`src/rtl/cordic_vector_if.sv`:
```
// cordic_vector_if: sample/result handshake bundle for the vectoring CORDIC.
//   in_x, in_y   signed input pair (I/Q)
//   in_valid     sample present           in_ready   engine can accept a sample
//   mag          magnitude times CORDIC gain (unsigned, BITS+1 bits)
//   phase        signed binary angle, full circle = 2^ANGLE_BITS
//   out_valid    result present           out_ready  consumer takes the result
// master = sample producer / result consumer, slave = the CORDIC engine.
interface cordic_vector_if #(
    parameter int BITS       = 20,
    parameter int ANGLE_BITS = 16
);
    logic signed [BITS-1:0]       in_x;
    logic signed [BITS-1:0]       in_y;
    logic                         in_valid;
    logic                         in_ready;
    logic        [BITS:0]         mag;
    logic signed [ANGLE_BITS-1:0] phase;
    logic                         out_valid;
    logic                         out_ready;

    modport master (
        output in_x, in_y, in_valid, out_ready,
        input  in_ready, mag, phase, out_valid
    );

    modport slave (
        input  in_x, in_y, in_valid, out_ready,
        output in_ready, mag, phase, out_valid
    );
endinterface

```
`src/rtl/cordic_vector.sv`:
```
// cordic_vector: iterative vectoring-mode CORDIC. Takes one signed (x, y)
// pair, rotates it onto the positive x axis one micro-rotation per clock and
// reports the scaled magnitude (final x) and the accumulated angle (final z).
// Ports:
//   clk    clock
//   reset  synchronous, active-high reset; aborts any computation in flight
//   bus    cordic_vector_if.slave (sample in, result out, valid/ready on both)
//
// state | meaning
// ------+---------------------------------------------------------------
// IDLE  | in_ready=1, waiting for a sample; pre-rotation happens on accept
// ITER  | one micro-rotation per clock, counter runs 0..ITERS-1
// DONE  | out_valid=1, mag/phase held until out_ready
module cordic_vector #(
    parameter int BITS       = 20,
    parameter int ITERS      = 16,
    parameter int ANGLE_BITS = 16
) (
    input  logic            clk,
    input  logic            reset,
    cordic_vector_if.slave  bus
);
    localparam int XW = BITS + 2;
    localparam int CW = (ITERS > 1) ? $clog2(ITERS) : 1;

    // The arctangent table is held at 16-bit angle resolution and rescaled
    // for other ANGLE_BITS (rounded when narrowing, zero-filled when widening).
    localparam int          ATAN_UP  = (ANGLE_BITS >= 16) ? ANGLE_BITS - 16 : 0;
    localparam int          ATAN_DN  = (ANGLE_BITS < 16) ? 16 - ANGLE_BITS : 0;
    localparam logic [31:0] ATAN_RND = (32'd1 << ATAN_DN) >> 1;

    localparam logic [ANGLE_BITS-1:0] QUARTER = ANGLE_BITS'(1) << (ANGLE_BITS - 2);

    typedef enum logic [1:0] {
        IDLE = 2'd0,
        ITER = 2'd1,
        DONE = 2'd2
    } state_t;

    state_t                 state_q, state_d;
    logic signed [XW-1:0]   x_q, x_d;
    logic signed [XW-1:0]   y_q, y_d;
    logic [ANGLE_BITS-1:0]  z_q, z_d;
    logic [CW-1:0]          iter_q, iter_d;

    logic signed [XW-1:0]   x_in;
    logic signed [XW-1:0]   y_in;
    logic signed [XW-1:0]   x_sh;
    logic signed [XW-1:0]   y_sh;
    logic [ANGLE_BITS-1:0]  atan_i;

    function automatic logic [ANGLE_BITS-1:0] atan_lut(input int unsigned idx);
        logic [31:0] base;
        logic [31:0] scaled;
        case (idx)
            0:       base = 32'd8192;
            1:       base = 32'd4836;
            2:       base = 32'd2555;
            3:       base = 32'd1297;
            4:       base = 32'd651;
            5:       base = 32'd326;
            6:       base = 32'd163;
            7:       base = 32'd81;
            8:       base = 32'd41;
            9:       base = 32'd20;
            10:      base = 32'd10;
            11:      base = 32'd5;
            12:      base = 32'd3;
            13:      base = 32'd1;
            14:      base = 32'd1;
            default: base = 32'd0;
        endcase
        scaled = ((base << ATAN_UP) + ATAN_RND) >> ATAN_DN;
        return scaled[ANGLE_BITS-1:0];
    endfunction

    // Sign-extend before any negation so that -2^(BITS-1) negates cleanly.
    assign x_in   = {{2{bus.in_x[BITS-1]}}, bus.in_x};
    assign y_in   = {{2{bus.in_y[BITS-1]}}, bus.in_y};
    assign x_sh   = x_q >>> iter_q;
    assign y_sh   = y_q >>> iter_q;
    assign atan_i = atan_lut(32'(iter_q));

    always_ff @(posedge clk) begin
        if (reset) begin
            state_q <= IDLE;
            x_q     <= '0;
            y_q     <= '0;
            z_q     <= '0;
            iter_q  <= '0;
        end else begin
            state_q <= state_d;
            x_q     <= x_d;
            y_q     <= y_d;
            z_q     <= z_d;
            iter_q  <= iter_d;
        end
    end

    always_comb begin
        state_d = state_q;
        x_d     = x_q;
        y_d     = y_q;
        z_d     = z_q;
        iter_d  = iter_q;
        case (state_q)
            IDLE: begin
                if (bus.in_valid) begin
                    // Fold the left half-plane into the right one so the
                    // micro-rotations only have to cover +-90 degrees.
                    if (!x_in[XW-1]) begin
                        x_d = x_in;
                        y_d = y_in;
                        z_d = '0;
                    end else if (!y_in[XW-1]) begin
                        x_d = y_in;
                        y_d = -x_in;
                        z_d = QUARTER;
                    end else begin
                        x_d = -y_in;
                        y_d = x_in;
                        z_d = -QUARTER;
                    end
                    iter_d  = '0;
                    state_d = ITER;
                end
            end
            ITER: begin
                if (!y_q[XW-1]) begin
                    x_d = x_q + y_sh;
                    y_d = y_q - x_sh;
                    z_d = z_q + atan_i;
                end else begin
                    x_d = x_q - y_sh;
                    y_d = y_q + x_sh;
                    z_d = z_q - atan_i;
                end
                iter_d = iter_q + CW'(1);
                if (iter_q == CW'(ITERS - 1)) begin
                    state_d = DONE;
                end
            end
            DONE: begin
                if (bus.out_ready) begin
                    state_d = IDLE;
                end
            end
            default: begin
                state_d = IDLE;
            end
        endcase
    end

    // x/y/z are frozen outside ITER, so the result can be driven straight
    // from the datapath registers; reset clears them, giving mag=phase=0.
    assign bus.in_ready  = (state_q == IDLE);
    assign bus.out_valid = (state_q == DONE);
    assign bus.mag       = x_q[BITS:0];
    assign bus.phase     = z_q;
endmodule

```
`src/flat_wrapper.sv`:
```
// flat-port wrapper written by rule: the top's interface ports become plain ports
module cordic_vector_flat 
#(
    parameter int BITS       = 20,
    parameter int ITERS      = 16,
    parameter int ANGLE_BITS = 16
)
  (clk, reset, bus_in_x, bus_in_y, bus_in_valid, bus_out_ready, bus_in_ready, bus_mag, bus_phase, bus_out_valid);
  cordic_vector_if #(.BITS(BITS), .ANGLE_BITS(ANGLE_BITS)) bus_i ();
  input  logic clk;
  input  logic reset;
  input wire logic [$bits(bus_i.in_x)-1:0] bus_in_x;
  input wire logic [$bits(bus_i.in_y)-1:0] bus_in_y;
  input wire logic [$bits(bus_i.in_valid)-1:0] bus_in_valid;
  input wire logic [$bits(bus_i.out_ready)-1:0] bus_out_ready;
  output wire logic [$bits(bus_i.in_ready)-1:0] bus_in_ready;
  output wire logic [$bits(bus_i.mag)-1:0] bus_mag;
  output wire logic [$bits(bus_i.phase)-1:0] bus_phase;
  output wire logic [$bits(bus_i.out_valid)-1:0] bus_out_valid;
  assign bus_i.in_x = bus_in_x;
  assign bus_i.in_y = bus_in_y;
  assign bus_i.in_valid = bus_in_valid;
  assign bus_i.out_ready = bus_out_ready;
  assign bus_in_ready = bus_i.in_ready;
  assign bus_mag = bus_i.mag;
  assign bus_phase = bus_i.phase;
  assign bus_out_valid = bus_i.out_valid;
  cordic_vector #(.BITS(BITS), .ITERS(ITERS), .ANGLE_BITS(ANGLE_BITS)) u_core (.clk(clk), .reset(reset), .bus(bus_i));
endmodule
```
`config.mk`:
```
export PLATFORM = sky130hd
export DESIGN_NAME = cordic_vector_flat
export DESIGN_NICKNAME = d
export VERILOG_FILES = /design/src/rtl/cordic_vector_if.sv /design/src/rtl/cordic_vector.sv /design/src/flat_wrapper.sv
export SDC_FILE = /design/constraint.sdc
export NUM_CORES = 1
export LEC_CHECK = 0
export BUFFER_PORTS_ARGS = -buffer_cell sky130_fd_sc_hd__buf_2
export CAP_MARGIN = 10
export CELL_PAD_IN_SITES_DETAIL_PLACEMENT = 1
export CELL_PAD_IN_SITES_GLOBAL_PLACEMENT = 1
export CORE_UTILIZATION = 35
export CTS_BUF_LIST = sky130_fd_sc_hd__clkbuf_16
export CTS_CLUSTER_DIAMETER = 200
export DETAILED_ROUTE_END_ITERATION = 16
export GPL_TIMING_DRIVEN = 0
export MAX_ROUTING_LAYER = met4
export PLACE_DENSITY_LB_ADDON = 0.25
export SYNTH_ARGS = -nofsm -noshare
export SYNTH_HDL_FRONTEND = slang
export SYNTH_SLANG_ARGS = --single-unit
```
`constraint.sdc`:
```
create_clock -name clk -period 7.9 [get_ports clk]
set_clock_uncertainty 0.1 [all_clocks]
set_input_delay 0.395 -clock clk [delete_from_list [all_inputs] [get_ports clk]]
set_output_delay 0.395 -clock clk [all_outputs]
set_load 0.02 [all_outputs]
```
After elaboration in Yosys (flattened, before gate mapping)
Memories as Yosys holds them, arrays and structs flattened. A register that Yosys moved wholly into a read port is not among the register bits.
Index checks and enable logic that the tools add are counted.
- flip-flop bits (word level): 66
- ROM bits: 224
- output and inout port bits: 39
- logic and storage cells: 50
- memories kept: 1
- add/subtract/negate cells: 9
- eq/ne operators: 6
- shift-type cells: 2
- multiplexer cells: 23
- reductions and logical operators: 4
- memories (name ; depth ; bits a word ; rd ports ; clocked after Yosys merged registers in ; write ports ; line ; RTL):
    (no name shown) ; 16 ; 14 ; 1 ; 1 ; 0 ; cordic_vector.sv:55 ; case (idx)
- operator list (operator ; number):
    22-bit 2-to-1 mux ; 8
    22-bit case mux with 2 select lines ; 2
    16-bit 2-to-1 mux ; 4
    22-bit adder ; 2
    20-bit negation with 22-bit output ; 2
    22-bit by 4-bit >>> shifter with 22-bit output ; 2
    22-bit subtractor ; 2
    16-bit case mux with 2 select lines ; 1
    16-bit adder ; 1
    16-bit subtractor ; 1
    4-bit 2-to-1 mux ; 3
    4-bit case mux with 2 select lines ; 1
    2-bit 2-to-1 mux ; 3
    2-bit case mux with 3 select lines ; 1
    4-bit by 1-bit adder with 4-bit output, second input constant ; 1
    4-bit == test, second input constant ; 1
    2-bit inequality test, second input constant ; 2
    3-bit AND reduction ; 1
    2-bit by 1-bit == test with 1-bit output, second input constant ; 1
    2-bit == test, second input constant ; 1
    2-bit zero test ; 1
    2-bit by 1-bit inequality test with 1-bit output, second input constant ; 1
    2-bit AND reduction ; 1
    2-bit nonzero test ; 1

Logic depth before layout (Yosys ltp)
Gate-level depths: netlist of run 1.
- depth after elaboration: 5
- gate-level depth with buffers: 24
- gate-level depth less buffers: 20

Least setup slack after synthesis of run 1
No wires, ideal clock.
- path kind: register to register
- start: register u_core.iter_q[3]
- end: register u_core.x_q[17]
- library setup time: 0.137 ns
- arrival: 5.019 ns
- path slack: 2.644 ns
- stages on the path, launching flop included: 24
- buffers on the path: 6
- period minus slack after synthesis: 5.256 ns
- path through: dfxtp_1 buf_2 clkbuf_1 clkbuf_1 buf_1 clkbuf_1 nand2_1 nand2_1 ha_1 o21ai_0 nor4_2 a31o_2 a21boi_2 xor2_1 o21ai_0 ha_1 and3_1 clkbuf_1 a221o_1 o21a_1 o21a_1 or3_1 a31oi_1 a211oi_1
- cells in the longest elaborated chain, start to end: 4
- elaborated cells between the ends (all ways): 5
- those cells by class: add/sub: 2; shift: 1; mux: 2
- ends and longest elaborated chain (what ; line ; RTL):
    start, declared ; cordic_vector.sv:44 ; logic [CW-1:0] iter_q, iter_d;
    start signal, assigned ; cordic_vector.sv:96 ; iter_q <= iter_d;
    22-bit by 4-bit >>> shifter with 22-bit output * ; cordic_vector.sv:81 ; assign y_sh = y_q >>> iter_q;
    22-bit adder or 22-bit subtractor (tied branches) ; cordic_vector.sv:130, cordic_vector.sv:134 ;
    22-bit 2-to-1 mux * ; cordic_vector.sv:129 ; if (!y_q[XW-1]) begin
    22-bit case mux with 2 select lines * ; cordic_vector.sv:106 ; case (state_q)
    end signal, assigned ; cordic_vector.sv:87 ; x_q <= '0;
    end signal, assigned ; cordic_vector.sv:93 ; x_q <= x_d;
    end, declared ; cordic_vector.sv:41 ; logic signed [XW-1:0] x_q, x_d;
Mark *: on every way between the ends. The rest lies on a longest branch, timed or not.
A chain may end at the register's enable or synchronous reset.

Worst setup path in the final report of run 1
- start: register u_core.iter_q[3]
- end: register u_core.x_q[19]
Same word-level chain as after synthesis.

==> metrics.cfg, run 1 <==
[yosys]
ys_ff_latch = 80
synth_area_per_cell_um2 = 7.707
synth_top_flop_cell = dfxtp_1
synth_area_leaders = dfxtp_1 15%, ha_1 8.5%, nor2_1 5.9%
synthesis.nets = 1500
synth_top_cell_area_share_pct = 15.05
synth.cell_area_um2 = 10640
synth_edf_count = 0
ys_warn_count = 0
netlist_instances = 1381
ys_types = 82
synth_top_area_cell = dfxtp_1
async_reset_ff_share_pct = 0
ys_seq_area_share_pct = 15.05

[global_route]
grt_pass1_vias = 11338
grt_use_met3_pct = 3.445
grt_usage_pct = 30.95
gr-total-overflow = 0
antenna_found_initial = 3
top_usage_layer = met2
grt_use_met1_pct = 42.90
grt_pass1_wl_mm = 70.42
grt_use_met2_pct = 46.78
grt_max_degree = 16

[timing]
layout_worst_path_cycle_share_pct = 94.94
report.final.slew_viol_count = 0
rsz0062_at_grt = false
setup_viol = 0
slew_headroom_pct = 12.03
hold_viol = 0
fmax_mhz = 133.3
period_needed_ps = 7500
tightest_slew_ps = 1320
final.setup.tns_ps = 0

[die]
chipHeight_um = 176.4
io_pins = 83
initial_core_util_pct = 35.72
die_w_um = 176.4
fp.coreArea_um2 = 29800
rows = 63
dieArea_um2 = 31110

[clock_network]
clk_latency_ps = 380
htreeDepth = 3
cts_hold_buf = 0
cts_setup_buffers = 0
cts-resized-gates = 0
root_buffer = clkbuf_16
cts_tree = built
cts_sinks = 80
path_clk_slew_ps = 80
clockBufferDepth = 2
cts_made_buffers = 9

[drt]
route.detailed.drc = 0
wirelength_mm = 46.67
routedWlPerCell_um = 24.97
antenna_left = 0
drt_iter0_markers = 956
vias_per_cell = 6.207
drt_first_pass_iters = 5
dr_total_vias = 11600

[power_and_ir_drop]
pwr-share-seq_pct = 18.8
power.internal_mw = 1.480
p_leak_nw = 4.843
power.density_nw_per_um2 = 253.7
p_total_mw = 3.004
p_clk_share_pct = 15.6
p_switching_mw = 1.524
irDropWorstVdd_mv = 0.1037
pwr-share-comb_pct = 65.6
netSwitchingFraction_pct = 50.74

[layout]
mostFrequentLayoutCells = 167 x nor2_1, 98 x nand2_1, 93 x buf_2, 93 x a21oi_1, 80 x dfxtp_1
drive_gt1_share_pct = 12.86
final_core_util_pct = 39.74
num-fill-cells = 3758
final_area_um2 = 11840
nets = 1591
syn2layout_area_growth_pct = 11.25
final_common_cell = nor2_1

[setup_path]
crit_path_frequent_cell = clkbuf_1
arrival_ps = 7690
critPathBufInv = 6
worstPathCellList = buf_2 -> clkbuf_1 -> clkbuf_1 -> buf_1 -> clkbuf_1 -> nand2_1 -> nand2_1 -> ha_1 -> o21ai_0 -> nor4_2 -> a31o_2 -> a21boi_2 -> xor2_1 -> o21ai_0 -> ha_1 -> and3_1 -> clkbuf_1 -> a221o_1 -> o21ai_0 -> nand3b_1 -> xor2_1 -> a21oi_1 -> nor3_1
critPathMaxStageDelay_ps = 580
criticalPathCategory = reg -> reg
end_kind = flip-flop
timing.critical_path.max_delay_family = buffers and inverters
critPathMaxFanout = 10
cp.required_ps = 8090
slowest_stage = clkbuf_1
start_kind = flip-flop

[min_path]
holdCritPathClass = in -> reg

[job]
max_cap_viol_count = 0

[placed_design]
gp_congestion = 0.9932
port_buffers = 80
placed_cell_area_um2 = 11530
dp_hpwl_mm = 36.90

[outcome]
status = finished, final reports clean

==> power by group through the flow <==
stage	sequential [mW]	clock, mW	combinational (mW)
floorplan	0.530	0	1.39
global placement	0.567	0	1.89
detailed placement	0.570	0	1.92
CTS	0.560	0.469	1.94
global route	0.569	0.481	2.14
finish	0.565	0.467	1.97
==> worst reg2reg max path: cells and delay by family, from the launching register on <==
family / cells / cell delay [ps]
adders and majority gates: 2 / 560
DFF: 1 / 570
and+or+nand+nor: 6 / 1180
xor gates and xnor gates: 2 / 640
AOI/OAI and AO/OA: 7 / 2020
buffers and inverters: 6 / 2350
==> state kept, by name (all words and copies together), names as in the netlist <==
register / cells
u_core.atan_i: 14
u_core.bus.phase: 16
u_core.state_q: 2
u_core.y_q: 22
u_core.x_q: 22
u_core.iter_q: 4
==> area by class of cell <==
cell class	instances	area (µm²)	area share [%]
multi-input cells	1151	8320	70.27
flip-flops and latches	80	1602	13.53
plain buffers	105	551.8	4.660
well taps	390	488.0	4.121
repair buffers	80	400.4	3.382
clock buffers	9	225.2	1.902
inverters	45	168.9	1.427
clock inverters	7	78.83	0.6658
diodes	2	5.005	0.04227
==> path summary, 6_finish.rpt <==
| path | slack, ps | end | from | cells after the start |
|---|---|---|---|---|
| setup reg to reg | 400 | u_core.x_q[19] | u_core.iter_q[3] | 23 |
| setup / recovery | 400 | u_core.x_q[19] | u_core.iter_q[3] | 23 |
| hold / removal | 280 | u_core.state_q[1] | bus_out_ready | 3 |
| hold reg to reg | 400 | u_core.bus.phase[13] | u_core.bus.phase[13] | 2 |
==> metrics by stage <==
step	cells	hold WS (ps)	setup WS, ps
2_1_floorplan	1381	366.1	2644
3_3_place_gp	1851	375.4	727.9
3_5_place_dp	1851	390.4	638.0
4_1_cts	1867	286.0	609.0
5_1_grt	1869	294.6	76.37
6_report	1869	284.2	400.0
==> synth_stat cells, types with 25 or more instances <==
| library cell | n |
|---|---|
| ha_1 | 72 |
| a211oi_1 | 60 |
| nand2_1 | 98 |
| inv_1 | 41 |
| dfxtp_1 | 80 |
| or3_1 | 25 |
| nor2_1 | 167 |
| o21ai_0 | 73 |
| xnor2_1 | 62 |
| clkbuf_1 | 52 |
| nor3_1 | 61 |
| xor2_1 | 48 |
| mux2i_1 | 47 |
| a21oi_1 | 93 |
==> layer usage <==
| metal | part of all wire (%) | vias to the layer above |
|---|---|---|
| met1 | 47 | 5821 |
| li1 | - | 5289 |
| met2 | 44 | 411 |
| met5 | 0 | - |
| met4 | 3.0 | 0 |
| met3 | 6.0 | 79 |
==> cells by family after synthesis <==
kind of cell	after synthesis	share of synthesized area [%]
adder cells (fa/ha/maj)	75	9.029
AND/OR/NAND/NOR	465	20.64
buffers and inverters	150	6.772
AO/OA/AOI/OAI	402	25.14
XOR/XNOR	110	9.052
flip-flops	80	15.05
multiplexers	99	14.32
(Power assumes the default switching activity.)
==> run 2, diff against run 1 <==
- ABC_AREA: unset -> 1
- CTS_CLUSTER_DIAMETER: 200 -> 80
==> metrics.cfg, run 2 <==
[placed_design]
pre_cts_slack_ps = 2711
dp.cells = 2355
placed_cell_area_um2 = 11870
port_buffers = 80
gp_congestion = 0.9982
dp_hpwl_mm = 42.27

[drt]
antenna_left = 0
drt_iter0_markers = 1026
dr_total_vias = 13759
route.detailed.drc = 0
drt_first_pass_iters = 7
routedWlPerCell_um = 21.97
wirelength_mm = 52.09
vias_per_cell = 5.803

[setup_path]
critPathBufInv = 7
cp.required_ps = 8070
end_kind = flip-flop
arrival_ps = 5510
worstPathCellList = clkbuf_1 -> inv_1 -> clkbuf_1 -> clkbuf_1 -> o21ai_0 -> fa_1 -> nand2_1 -> nand2_1 -> o21ai_0 -> inv_1 -> a21oi_1 -> inv_1 -> nand2_1 -> nand2_1 -> nand2_1 -> nand2_1 -> nand2_1 -> nand2_1 -> o21ai_0 -> nand3_1 -> nand2_1 -> inv_1
critPathMaxStageDelay_ps = 640
timing.critical_path.max_delay_family = buffers and inverters
slowest_stage = clkbuf_1
critPathMaxFanout = 10
criticalPathCategory = reg -> reg
crit_path_frequent_cell = nand2_1
start_kind = flip-flop

[yosys]
synth_area_leaders = nand2_1 16%, dfxtp_1 15%, nand3_1 11%
synth_top_flop_cell = dfxtp_1
synth_adder_area_share_pct = 8.754
yosys-mux-area-fraction_pct = 0.09119
ys_seq_area_share_pct = 14.59
synth_common_cells = 457 x nand2_1, 250 x nand3_1, 175 x inv_1
async_reset_ff_share_pct = 0
synth_xor_area_share_pct = 5.186
synth_area_per_cell_um2 = 5.842
synth_top_area_cell = nand2_1
ys_warn_count = 0
synth_top_family_by_area = simple AND/OR/NAND/NOR gates
netlist_instances = 1879
ys_ff_latch = 80
ys_types = 55
synth_compound_area_share_pct = 20.05
synthesis.nets = 1998
synth_top_cell_area_share_pct = 15.63
synth_edf_count = 0
synth.cell_area_um2 = 10980
yosysMostFrequentCell = nand2_1
synthSimpleGateAreaFrac_pct = 39.68

[global_route]
grt_pass1_wl_mm = 78.74
grt_usage_pct = 33.61
grt_pass1_vias = 13296
gr-total-overflow = 0
grt_max_degree = 17
antenna_found_initial = 0

[timing]
setup_viol = 0
final.setup.tns_ps = 0
fmax_mhz = 187.3
report.final.slew_viol_count = 0
hold_viol = 0
slew_headroom_pct = 35.90
rsz0062_at_grt = false
period_needed_ps = 5340
setup_ws_ps = 2560
hold_ws_ps = 249.7
layout_worst_path_cycle_share_pct = 67.60
tightest_slew_ps = 961.5

[power_and_ir_drop]
pwr-share-comb_pct = 66.8
p_total_mw = 3.044
pwr-share-seq_pct = 19.0
p_clk_share_pct = 14.2
irDropWorstVdd_mv = 0.1443
netSwitchingFraction_pct = 56.03
power.density_nw_per_um2 = 250.4
power.internal_mw = 1.338
p_switching_mw = 1.705
p_leak_nw = 6.100

[layout]
final_area_um2 = 12160
multi_input_comb_area_um2 = 8097
register_area_um2 = 1602
mostFrequentLayoutCells = 457 x nand2_1, 250 x nand3_1, 175 x inv_1
final_core_util_pct = 39.54
final_common_cell = nand2_1
drive_gt1_share_pct = 11.70
layoutNonFillerInstCount = 2371
num-fill-cells = 4324
diodes = 0
nets = 2089
syn2layout_area_growth_pct = 10.76

[clock_network]
path_clk_slew_ps = 70
cts_setup_buffers = 0
clockBufferDepth = 2
cts_tree = built
cts-resized-gates = 0
cts_made_buffers = 9
clk_latency_ps = 380
cts_hold_buf = 0
htreeDepth = 3
root_buffer = clkbuf_16
cts_sinks = 80

[outcome]
status = finished, final reports clean

[job]
max_cap_viol_count = 0

[die]
die_w_um = 179.1
chipHeight_um = 179.1
dieArea_um2 = 32080
fp.coreArea_um2 = 30750
initial_core_util_pct = 35.70
rows = 64
io_pins = 83

[min_path]
holdCritPathClass = in -> reg

run 2: changes by cell type after synthesis, sizes merged, moves of 22 or more:
cell	before	now
nand2	98	494
nand3	23	262
inv	42	185
a21oi	94	170
o21ai	73	134
a211oi	62	6
mux2i	48	1
xnor2	62	17
nor3	62	20
mux4	35	0
or3	25	0
o211ai	8	30
run 2: layout make-up:
cell class | instances | share of cell area (%)
buffer | 104 | 4.713
clock buffer | 9 | 1.852
clock inverter | 7 | 0.4940
inverter | 186 | 5.804
multi-input combinational | 1509 | 66.59
sequential | 80 | 13.17
tap | 396 | 4.075
timing repair buffer | 80 | 3.293
run 2: worst paths after layout:
kind / startpoint / endpoint / slack (ps) / cells past startpoint
max: u_core.y_q[21] / u_core.y_q[18] / 2560 / 22
max reg2reg: u_core.y_q[21] / u_core.y_q[18] / 2560 / 22
min reg2reg: u_core.bus.phase[0] / u_core.bus.phase[0] / 390 / 2
min: bus_out_ready / u_core.state_q[1] / 250 / 4
run 2: tightest hold or removal path, cell delays in order:
cell     delay (ps)
buf_2            70
nor3_1           40
a21oi_1         120
nor2_1           50
run 2: logic make-up after synthesis:
family | Yosys count
flops | 80
fa+ha+maj | 75
simple gates | 975
buf+inv | 290
mux | 1
xor+xnor | 65
compound gates | 393
run 2: routing by layer:
layer	global-route usage (%)	vias up	wire (µm)
li1	-	6483	-
met1	44.66	6725	23660
met2	52.49	462	23520
met3	3.541	89	3116
met4	12.04	0	1802
met5	-	-	0
run 2: power groups by stage:
| stage | registers [mW] | clock network (mW) | logic (mW) |
|---|---|---|---|
| final | 0.578 | 0.432 | 2.03 |
| after global routing | 0.577 | 0.445 | 2.25 |
| after CTS | 0.571 | 0.433 | 2.02 |
| after detailed placement | 0.580 | 0 | 2.00 |
| after global placement | 0.580 | 0 | 1.95 |
| after floorplan | 0.528 | 0 | 1.43 |
==> run 3, diff against run 2 <==
- clock period: 7.9 -> 5.1 ns (I/O delays scaled with it)
==> metrics.cfg, run 3 (synthesis gave the netlist of run 2 again) <==
[outcome]
status = finished, final reports clean

[timing]
hold_viol = 0
fmax_mhz = 207.5
rsz0062_at_grt = false
report.final.slew_viol_count = 0
setup_viol = 0
period_needed_ps = 4818
layout_worst_path_cycle_share_pct = 94.47
slew_headroom_pct = 35.88
tightest_slew_ps = 961.8

[clock_network]
cts_tree = built
cts_setup_buffers = 0
cts_made_buffers = 9
cts_sinks = 80
htreeDepth = 3
root_buffer = clkbuf_16
clockBufferDepth = 2
clk_latency_ps = 370
path_clk_slew_ps = 70

[placed_design]
dp_hpwl_mm = 42.27
placed_cell_area_um2 = 11870
gp_congestion = 0.9982
dp.cells = 2355
port_buffers = 80

[setup_path]
cp.required_ps = 5270
critPathMaxStageDelay_ps = 530
crit_path_frequent_cell = nand2_1
arrival_ps = 4990
slowest_stage = clkbuf_1
timing.critical_path.max_delay_family = simple AND/OR/NAND/NOR gates
critPathBufInv = 6
reg2reg_slack_ps = 280
start_kind = flip-flop
end_kind = flip-flop
critPathMaxFanout = 10
criticalPathCategory = reg -> reg

[power_and_ir_drop]
p_leak_nw = 6.113
p_switching_mw = 2.640
power.internal_mw = 2.075
power.density_nw_per_um2 = 387.5
pwr-share-comb_pct = 66.9
irDropWorstVdd_mv = 0.2227
p_clk_share_pct = 14.1
pwr-share-seq_pct = 19.0
netSwitchingFraction_pct = 55.99

[drt]
routedWlPerCell_um = 21.92
drt_first_pass_iters = 7
wirelength_mm = 51.98
antenna_left = 0
dr_total_vias = 13744
route.detailed.drc = 0
vias_per_cell = 5.797
drt_iter0_markers = 1066

[layout]
layoutNonFillerInstCount = 2371
final_area_um2 = 12160
mostFrequentLayoutCells = 457 x nand2_1, 250 x nand3_1, 175 x inv_1
diodes = 0
syn2layout_area_growth_pct = 10.82
final_common_cell = nand2_1
drive_gt1_share_pct = 11.95
nets = 2089

[die]
io_pins = 83
chipHeight_um = 179.1
rows = 64
initial_core_util_pct = 35.70
fp.coreArea_um2 = 30750
dieArea_um2 = 32080
die_w_um = 179.1

[global_route]
gr-total-overflow = 0
grt_pass1_wl_mm = 78.72
antenna_found_initial = 0
grt_usage_pct = 33.60
grt_pass1_vias = 13295
grt_max_degree = 17

[min_path]
holdCritPathClass = in -> reg

[job]
max_cap_viol_count = 0

## run 3: cell count changes in the layout (fill, tap and decap cells not counted)
cell and change:
clkbuf_2 +5, clkbuf_1 -4, buf_1 -1
## run 3: tightest hold or removal path, delay by kind of cell
kind	cells	cell delay (ps)
buffers and inverters	1	70
AOI/OAI and AO/OA	1	120
and+or+nand+nor	2	90
## run 3: power by group through the flow
stage	Clock (mW)	Combinational [mW]	Sequential, mW
after global routing	0.688	3.49	0.894
final	0.666	3.15	0.894
after floorplan	0	2.21	0.818
after detailed placement	0	3.10	0.898
after global placement	0	3.02	0.898
after CTS	0.670	3.12	0.885
## run 3: routing by layer
metal  track usage (%)  share of wire, %  up-vias
met5                 -                 0        -
met4             12.04               3.8        0
met3             3.541               6.6       97
li1                  -                 -     6499
met2             52.49                45      456
met1             44.65                45     6692
## run 3: through the flow
stage	util, %	total power [mW]	setup WS [ps]	setup TNS (ps)	hold WS (ps)
after CTS	39.54	4.678	25.35	0	107.5
final	39.56	4.714	281.9	0	114.0
after floorplan	-	3.031	1559	0	361.7
after detailed placement	38.61	3.998	-88.64	-88.64	381.5
after global routing	39.56	5.075	14.04	0	130.2
after global placement	38.61	3.917	-100.6	-100.6	374.7
## run 3: layout make-up
class | instances | area, µm²
Inverter | 186 | 705.7
Tap cell | 396 | 495.5
Multi-Input combinational cell | 1509 | 8097
Fill cell | 4319 | 18590
Timing Repair Buffer | 80 | 400.4
Buffer | 104 | 579.3
Sequential cell | 80 | 1602
Clock buffer | 9 | 225.2
Clock inverter | 7 | 60.06
## run 3: worst paths after layout
check	to	start	cells after the start
worst max register to register	u_core.y_q[18]	u_core.iter_q[2]	27
worst max-delay path	u_core.y_q[18]	u_core.iter_q[2]	27
worst min register to register	u_core.bus.phase[0]	u_core.bus.phase[0]	2
worst min-delay path	u_core.state_q[1]	bus_out_ready	4
## run 3: what timing repair did
action	in CTS	in global routing
hold buffers	0	0
endpoints found under the setup margin	1	2
endpoints found under the hold margin	0	0
pin swaps	0	0
gates cloned	0	0
resized for setup	1	8
